<file path="src/rtl/stereo_frame_ctrl.sv">
// Frame sequencer for the census stereo core: pixel-pair handshake in, zero-pad drain, tagged
// disparity results out. Optional build macro: STEREO_CTRL_BORDER_MASK_EN.
module stereo_frame_ctrl #(
  parameter int unsigned IMG_W     = 320,
  parameter int unsigned IMG_H     = 240,
  parameter int unsigned DISPARITY = 80,
  parameter int unsigned WIN_W     = 11,
  parameter int unsigned WIN_H     = 11,
  parameter int unsigned PIPE_LAT  = 12,
  localparam int unsigned DW = $clog2(DISPARITY),
  localparam int unsigned XW = $clog2(IMG_W),
  localparam int unsigned YW = $clog2(IMG_H)
) (
  input  logic          clk,
  input  logic          rst,
  input  logic          in_valid,
  output logic          in_ready,
  output logic          pad_sel,
  output logic          core_en,
  input  logic [DW-1:0] core_disp,
  output logic          out_valid,
  input  logic          out_ready,
  output logic [DW-1:0] out_disp,
  output logic [XW-1:0] out_x,
  output logic [YW-1:0] out_y,
  output logic          out_sof,
  output logic          out_eof,
  output logic          out_border,
  output logic          busy
);

  localparam int unsigned CW      = $clog2(PIPE_LAT + 1);
  localparam logic [XW-1:0] XLast = XW'(IMG_W - 1);
  localparam logic [YW-1:0] YLast = YW'(IMG_H - 1);
  localparam logic [CW-1:0] LatCnt = CW'(PIPE_LAT);
  localparam int unsigned BorderX = WIN_W + DISPARITY - 2;
  localparam int unsigned BorderY = WIN_H - 1;

`ifdef STEREO_CTRL_BORDER_MASK_EN
  localparam bit BorderMaskEn = 1'b1;
`else
  localparam bit BorderMaskEn = 1'b0;
`endif

  typedef enum logic [1:0] {StIdle, StFill, StStream, StFlush} state_e;

  state_e        state_q, state_d;
  logic [XW-1:0] in_x_q, in_x_d, out_x_q, out_x_d;
  logic [YW-1:0] in_y_q, in_y_d, out_y_q, out_y_d;
  logic [CW-1:0] lat_cnt_q, lat_cnt_d;
  logic          out_valid_q, out_valid_d;

  logic can_adv, accept, out_hs, produce, in_last, border_raw;

  // Handshake and core enable; the only input-to-output combinational paths.
  always_comb begin
    can_adv  = !out_valid_q || out_ready;
    in_ready = (state_q != StFlush) && can_adv;
    pad_sel  = (state_q == StFlush);
    accept   = in_valid && in_ready;
    if (state_q == StFlush) begin
      // Stop advancing once the drain steps are spent; only the eof handshake remains.
      core_en = can_adv && (lat_cnt_q != LatCnt);
    end else begin
      core_en = accept;
    end
    produce = core_en && ((state_q == StStream) || (state_q == StFlush));
    out_hs  = out_valid_q && out_ready;
    in_last = (in_x_q == XLast) && (in_y_q == YLast);
  end

  // lat_cnt counts fill accepts, then is reused to count drain advances.
  always_comb begin
    state_d   = state_q;
    lat_cnt_d = lat_cnt_q;
    unique case (state_q)
      StIdle: begin
        if (accept) begin
          if (PIPE_LAT <= 1) begin
            state_d   = StStream;
            lat_cnt_d = '0;
          end else begin
            state_d   = StFill;
            lat_cnt_d = CW'(1);
          end
        end
      end
      StFill: begin
        if (accept) begin
          if (lat_cnt_q + CW'(1) == LatCnt) begin
            state_d   = StStream;
            lat_cnt_d = '0;
          end else begin
            lat_cnt_d = lat_cnt_q + CW'(1);
          end
        end
      end
      StStream: begin
        if (accept && in_last) begin
          state_d   = StFlush;
          lat_cnt_d = '0;
        end
      end
      StFlush: begin
        if (core_en) begin
          lat_cnt_d = lat_cnt_q + CW'(1);
        end
        if (out_hs && out_eof) begin
          state_d   = StIdle;
          lat_cnt_d = '0;
        end
      end
    endcase
  end

  always_comb begin
    in_x_d  = in_x_q;
    in_y_d  = in_y_q;
    out_x_d = out_x_q;
    out_y_d = out_y_q;
    if (accept) begin
      if (in_x_q == XLast) begin
        in_x_d = '0;
        in_y_d = (in_y_q == YLast) ? '0 : in_y_q + YW'(1);
      end else begin
        in_x_d = in_x_q + XW'(1);
      end
    end
    if (out_hs) begin
      if (out_x_q == XLast) begin
        out_x_d = '0;
        out_y_d = (out_y_q == YLast) ? '0 : out_y_q + YW'(1);
      end else begin
        out_x_d = out_x_q + XW'(1);
      end
    end
    // A producing step in the handshake cycle reloads rather than clears.
    if (produce) begin
      out_valid_d = 1'b1;
    end else if (out_hs) begin
      out_valid_d = 1'b0;
    end else begin
      out_valid_d = out_valid_q;
    end
  end

  always_ff @(posedge clk) begin
    if (rst) begin
      state_q     <= StIdle;
      in_x_q      <= '0;
      in_y_q      <= '0;
      out_x_q     <= '0;
      out_y_q     <= '0;
      lat_cnt_q   <= '0;
      out_valid_q <= 1'b0;
    end else begin
      state_q     <= state_d;
      in_x_q      <= in_x_d;
      in_y_q      <= in_y_d;
      out_x_q     <= out_x_d;
      out_y_q     <= out_y_d;
      lat_cnt_q   <= lat_cnt_d;
      out_valid_q <= out_valid_d;
    end
  end

  always_comb begin
    out_valid  = out_valid_q;
    out_x      = out_x_q;
    out_y      = out_y_q;
    out_sof    = (out_x_q == '0) && (out_y_q == '0);
    out_eof    = (out_x_q == XLast) && (out_y_q == YLast);
    border_raw = (32'(out_y_q) < BorderY) || (32'(out_x_q) < BorderX);
    out_border = BorderMaskEn && border_raw;
    // Core holds outp while en is low, so this stays stable through a stall.
    out_disp   = out_border ? '0 : core_disp;
    busy       = (state_q != StIdle);
  end

endmodule
</file>
<file path="config.mk">
export PLATFORM = sky130hd
export DESIGN_NAME = stereo_frame_ctrl
export DESIGN_NICKNAME = d
export VERILOG_FILES = /design/src/rtl/stereo_frame_ctrl.sv
export SDC_FILE = /design/constraint.sdc
export NUM_CORES = 1
export LEC_CHECK = 0
export BUFFER_PORTS_ARGS = -buffer_cell sky130_fd_sc_hd__buf_4
export CAP_MARGIN = 10
export CORE_MARGIN = 2
export CORE_UTILIZATION = 40
export CTS_CLUSTER_SIZE = 28
export DETAILED_ROUTE_END_ITERATION = 10
export PLACE_DENSITY = 0.7
export SYNTH_ARGS = -nofsm -noshare
export SYNTH_HDL_FRONTEND = slang
export SYNTH_SLANG_ARGS = --single-unit
</file>
<file path="constraint.sdc">
create_clock -name clk -period 4.5 [get_ports clk]
set_input_delay 0 -clock clk [delete_from_list [all_inputs] [get_ports clk]]
set_output_delay 0 -clock clk [all_outputs]
set_load 0.005 [all_outputs]
</file>
# After elaboration in Yosys (flattened, before gate mapping)

Index checks and enable logic that the tools add are counted.

Register bits after elaboration: 41
Bits of input ports: 11

$add $sub $neg: 5
Eq/ne operators: 16
Mux-type cells: 20
Reductions and logical operators: 22

Operators with widths:

| kind                  | number |
|---|---|
| $mux W4               | 6 |
| $add A9 B1 Y9 const B | 2 |
| $eq A9 B9 Y1 const B  | 2 |
| $mux W9               | 2 |
| $add A8 B1 Y8 const B | 2 |
| $eq A8 B8 Y1 const B  | 2 |
| $mux W8               | 2 |
| $pmux W4 S4           | 1 |
| $logic_and A1 B1 Y1   | 10 |
| $mux W2               | 5 |
| $logic_not A9 Y1      | 1 |
| $logic_not A8 Y1      | 1 |
| $ne A2 B2 Y1 const B  | 4 |
| $pmux W2 S4           | 1 |
| $reduce_and A5 Y1     | 1 |
| $add A4 B1 Y4 const B | 1 |
| $eq A2 B2 Y1 const B  | 2 |
| $eq A4 B4 Y1 const B  | 1 |
| $ne A2 B1 Y1 const B  | 2 |
| $ne A4 B4 Y1 const B  | 1 |
| $reduce_and A2 Y1     | 2 |
| $reduce_and A4 Y1     | 1 |
| $reduce_bool A2 Y1    | 2 |
| $mux W1               | 3 |
| other kinds (5)       | 6 |

# Longest topological paths before layout

Word-level depth: 8
Gate-level depth with buffers: 8

# Worst setup path after synthesis

No wires, ideal clock.

Kind: register to register
Start: reg state_q[0]
End: reg lat_cnt_q[3]
Arrival: 1.829 ns
Data required time: 4.408 ns
Setup slack: 2.578 ns
Stages on the path, launching flop included: 8
Path buffers: 0
Clock period less this slack: 1.922 ns
Cells stage by stage: dfxtp_1 -> ha_1 -> and2b_2 -> nand4_2 -> o31ai_1 -> o211a_1 -> nand2_1 -> o32ai_1

Elaborated cells between the ends (all ways): 15
Classes of those cells: eq/ne (8); mux (2); reduce/logical (5)

RTL lines:

| element                     | line | RTL |
|---|---|---|
| start, declared             | 47   | `state_e state_q, state_d;` |
| start signal, assigned      | 149  | `state_q <= StIdle;` |
| start signal, assigned      | 157  | `state_q <= state_d;` |
| $eq A2 B2 Y1 (*)            | -    |  |
| net pad_sel                 | 18   | `output logic pad_sel,` |
| $mux W1                     | 61   | `if (state_q == StFlush) begin` |
| $ne A3 B1 Y1 (no line)      | -    |  |
| $reduce_and A4 Y1 (no line) | -    |  |
| end signal, assigned        | 162  | `lat_cnt_q <= lat_cnt_d;` |
| end, declared               | 50   | `logic [CW-1:0] lat_cnt_q, lat_cnt_d;` |

Mark *: on every way through the listed nets, which the timed path passes. The rest lies on a longest branch.
A chain may end at the register's enable or synchronous reset.

# Worst setup path in the final report

Start: reg state_q[0]
End: reg lat_cnt_q[3]

Word-level cells in the longest chain between the ends: 6
Elaborated cells between the ends (all ways): 15
Classes of those cells: eq/ne (8); mux (2); reduce/logical (5)

Ends and longest elaborated chain:

| element                                                | line   | RTL |
|---|---|---|
| $ne A2 B2 Y1                                           | 58     | `in_ready = (state_q != StFlush) && can_adv;` |
| $logic_and A1 B1 Y1                                    | 58     |  |
| $logic_and A1 B1 Y1                                    | 60     | `accept = in_valid && in_ready;` |
| $mux W1 or $logic_and A1 B1 Y1 (tied branches)         | 61, 99 |  |
| $ne A3 B1 Y1 (no line) or $ne A2 B1 Y1 (tied branches) | -      |  |
| $reduce_and A4 Y1 (no line)                            | -      |  |

Parallel ways exist; a longest one is shown, timed or not.

==> summary.md <==
| Metric | Value |
|---|---|
| Status | finished, final reports clean |
| Yosys Warn Count | 0 |
| Synth area leader | dfxtp_1 |
| Initial core utilization | 41.0% |
| Commonest non-fill, non-tap cells in the layout | dfxtp_1 (41), nor2_1 (33), buf_4 (27) |
| Hold Startpoint | core_disp[6] |
| Synth top area cells | dfxtp_1 (37%), ha_1 (7.3%), xor2_1 (6.3%), nor2_1 (5.5%), xnor2_1 (3.9%) |
| FF+latch count, synth | 41 |
| Row count | 27 |
| Vias | 1774 |
| Nets | 300 |
| CTS tree | done |
| H-tree lvl count | 2 |
| GR Overflow Total | 0 |
| Detail Placement HPWL | 3.29 mm |
| All-layer global routing usage | 15.4% |
| Setup TNS | 0 ns |
| Clock latency on the worst-skew pair | 0.29 ns |
| FF-to-FF setup slack | 2.30 ns |
| Fraction of layout cells with a size suffix above 1 | 17.7% |
| Vias/cell | 5.08 |
| Clock sink count | 41 |
| Global-route wire length before repair | 7.70 mm |
| DIE HEIGHT | 78.7 um |
| Min Tclk post-route | 2.20 ns |
| IO buf count | 27 |
| Syn Nets | 280 |
| Most common cell after layout, fill and taps aside | dfxtp_1 |
| Clk root buf | clkbuf_8 |
| Setup Skew | 0.00843 ns |
| Initial DRC count | 119 |
| Hold path endpoint | out_disp[6] |
| Leak | 1.03 nW |
| PD cells | 350 nW/um2 |
| Hold Crit Depth | 0 |
| Routability Congestion | 0.781 |
| Slew headroom | 64.7% |
| RSZ-0062 raised after global routing | no |
| Max Cap Violations | 0 |
| Die area | 6190 um2 |
| Vias in the first global route | 1703 |
| N_diodes | 0 |
| Worst vdd ir | 0.192 mV |
| Synthesized cell area | 2230 um2 |
| Ys async rst share | 0% |
| Reg-to-reg endpoint | lat_cnt_q[3] |
| Peak Freq | 455 MHz |
| Cell depth of the worst flop-to-flop path | 7 |
| DRC viols | 0 |
| Antenna violations before repair | 0 |
| Reg-to-Reg Start | state_q[0] |
| Hold Buf Count CTS | 0 |
| Num CTS Buffers | 5 |
| Post-CTS resize count | 0 |
| DRT antenna net count | 0 |
| Die Wd | 78.7 um |
| Total power | 0.000890 W |
| Required @ worst endpoint | 4.70 ns |
| Final Max Tran Viols | 0 |
| Class of the worst hold path | in -> out |
| Post-synthesis sequential area ratio | 36.8% |
| Crit share post-route | 48.8% |
| Clock transition at path regs | 0.08 ns |
| Largest net degree at the start of global routing | 29 |
| Placeable Area | 5440 um2 |
| Post-synth top area share | 36.8% |
| Critical path arrival | 2.40 ns |
| Crit. End Element | flop |
| # IOs | 43 |
| Synthesis-to-layout area growth | 14.1% |
| Final setup vio count | 0 |
| CTS max path bufs | 2 |
| Final Hold Viols | 0 |
| Post-synth cell types | 48 |
| Cells after Synth | 256 |
| Worst-Margin Slew | 0.528 ns |
| Final wirelength | 4.51 mm |
| Worst Setup Start Kind | flop |
| Post-CTS setup buffers | 0 |
| Drt wl/cell | 12.9 um |
| Main flop type after synthesis | dfxtp_1 |
| Crit-path max FO | 7 |
| Mean Syn Cell Area | 8.72 um2 |
| EDFF count, synth | 0 |
| Crit Path Class | reg -> reg |
| Detailed Routing Iterations Pass 1 | 4 |
==> cells by family (layout without fill, tap and decap cells) <==
group                      count (synthesis)  count (layout)  synth area share, %
other                                      1               1                0.168
AOI/OAI and AO/OA                         30              30                 8.86
buffers and inverters                     25              46                 5.89
adders and majority gates                 13              13                 7.29
xor gates and xnor gates                  26              26                 10.2
and+or+nand+nor                          116             116                 29.0
muxes                                      4               4                 1.79
DFF                                       41              41                 36.8
==> power breakdown <==
part | internal, W | switching, W
registers | 0.000383 | 0.0000225
clock network | 0.000167 | 0.000127
logic | 0.0000861 | 0.000105
==> critical path: stages, from the launching register on <==
cell     delay [ns]
dfxtp_1        0.33
ha_1           0.28
and2b_2        0.28
nand4_2        0.18
o31ai_1        0.38
o211a_1        0.32
nand2_1        0.11
o32ai_1        0.22
==> worst max-delay path by stage <==
stage,startpoint,endpoint,slack (ns),depth (start not counted)
6_report,state_q[0],lat_cnt_q[3],2.30,7
5_1_grt,state_q[0],lat_cnt_q[3],2.10,7
4_1_cts,state_q[0],lat_cnt_q[3],2.29,7
3_5_place_dp,state_q[0],lat_cnt_q[3],2.32,7
3_3_place_gp,state_q[0],lat_cnt_q[3],2.42,7
2_1_floorplan,state_q[0],lat_cnt_q[3],2.58,7
==> synth_stat cells, types with 2 or more instances <==
| cell type | number |
|---|---|
| a211oi_1 | 2 |
| a21oi_1 | 11 |
| a31oi_1 | 2 |
| and2_1 | 2 |
| and2b_2 | 3 |
| and3_1 | 6 |
| buf_4 | 8 |
| clkbuf_1 | 5 |
| dfxtp_1 | 41 |
| ha_1 | 13 |
| inv_1 | 11 |
| mux2i_1 | 4 |
| nand2_1 | 18 |
| nand2b_1 | 5 |
| nand3_1 | 3 |
| nand4_1 | 13 |
| nand4b_1 | 2 |
| nor2_1 | 33 |
| nor2b_1 | 5 |
| nor3_1 | 4 |
| nor3b_1 | 3 |
| nor4_1 | 3 |
| o21ai_0 | 7 |
| o32ai_1 | 2 |
| or2_2 | 2 |
| or3_1 | 2 |
| xnor2_1 | 10 |
| xor2_1 | 16 |
==> registers in the layout (all words and copies together), names as in the netlist <==
signal	cells
in_x_q	9
in_y_q	8
lat_cnt_q	4
out_valid	1
out_x	9
out_y	8
state_q	2
==> area by class of cell <==
class	count	area (um2)
multi-input cells	190	1280
well taps	72	90.1
inverters	11	41.3
repair buffers	27	203
clock buffers	6	72.6
clock inverters	2	38.8
flip-flops and latches	41	821
fillers	541	2890
==> per-layer routing <==
metal  vias to the layer above  GRT usage, %  share of wire, %
met3                         4          3.98               5.3
li1                        909             -                 -
met1                       823          20.1                49
met2                        38          24.8                45
met4                         0          5.44              0.84
met5                         -             0                 0
==> metrics by stage <==
| step | cell area (um2) | utilization, % | std cells | hold slack [ns] | setup slack, ns |
|---|---|---|---|---|---|
| floorplan | 2230 | - | 256 | 0.0808 | 2.58 |
| global placement | 2430 | 44.8 | 341 | 0.0000346 | 2.42 |
| detailed placement | 2430 | 44.8 | 341 | 0.0000346 | 2.32 |
| CTS | 2550 | 46.8 | 349 | 0.0000346 | 2.29 |
| global route | 2550 | 46.8 | 349 | 0.0000111 | 2.10 |
| finish | 2550 | 46.8 | 349 | 0.00000224 | 2.30 |
(Power assumes the default switching activity.)
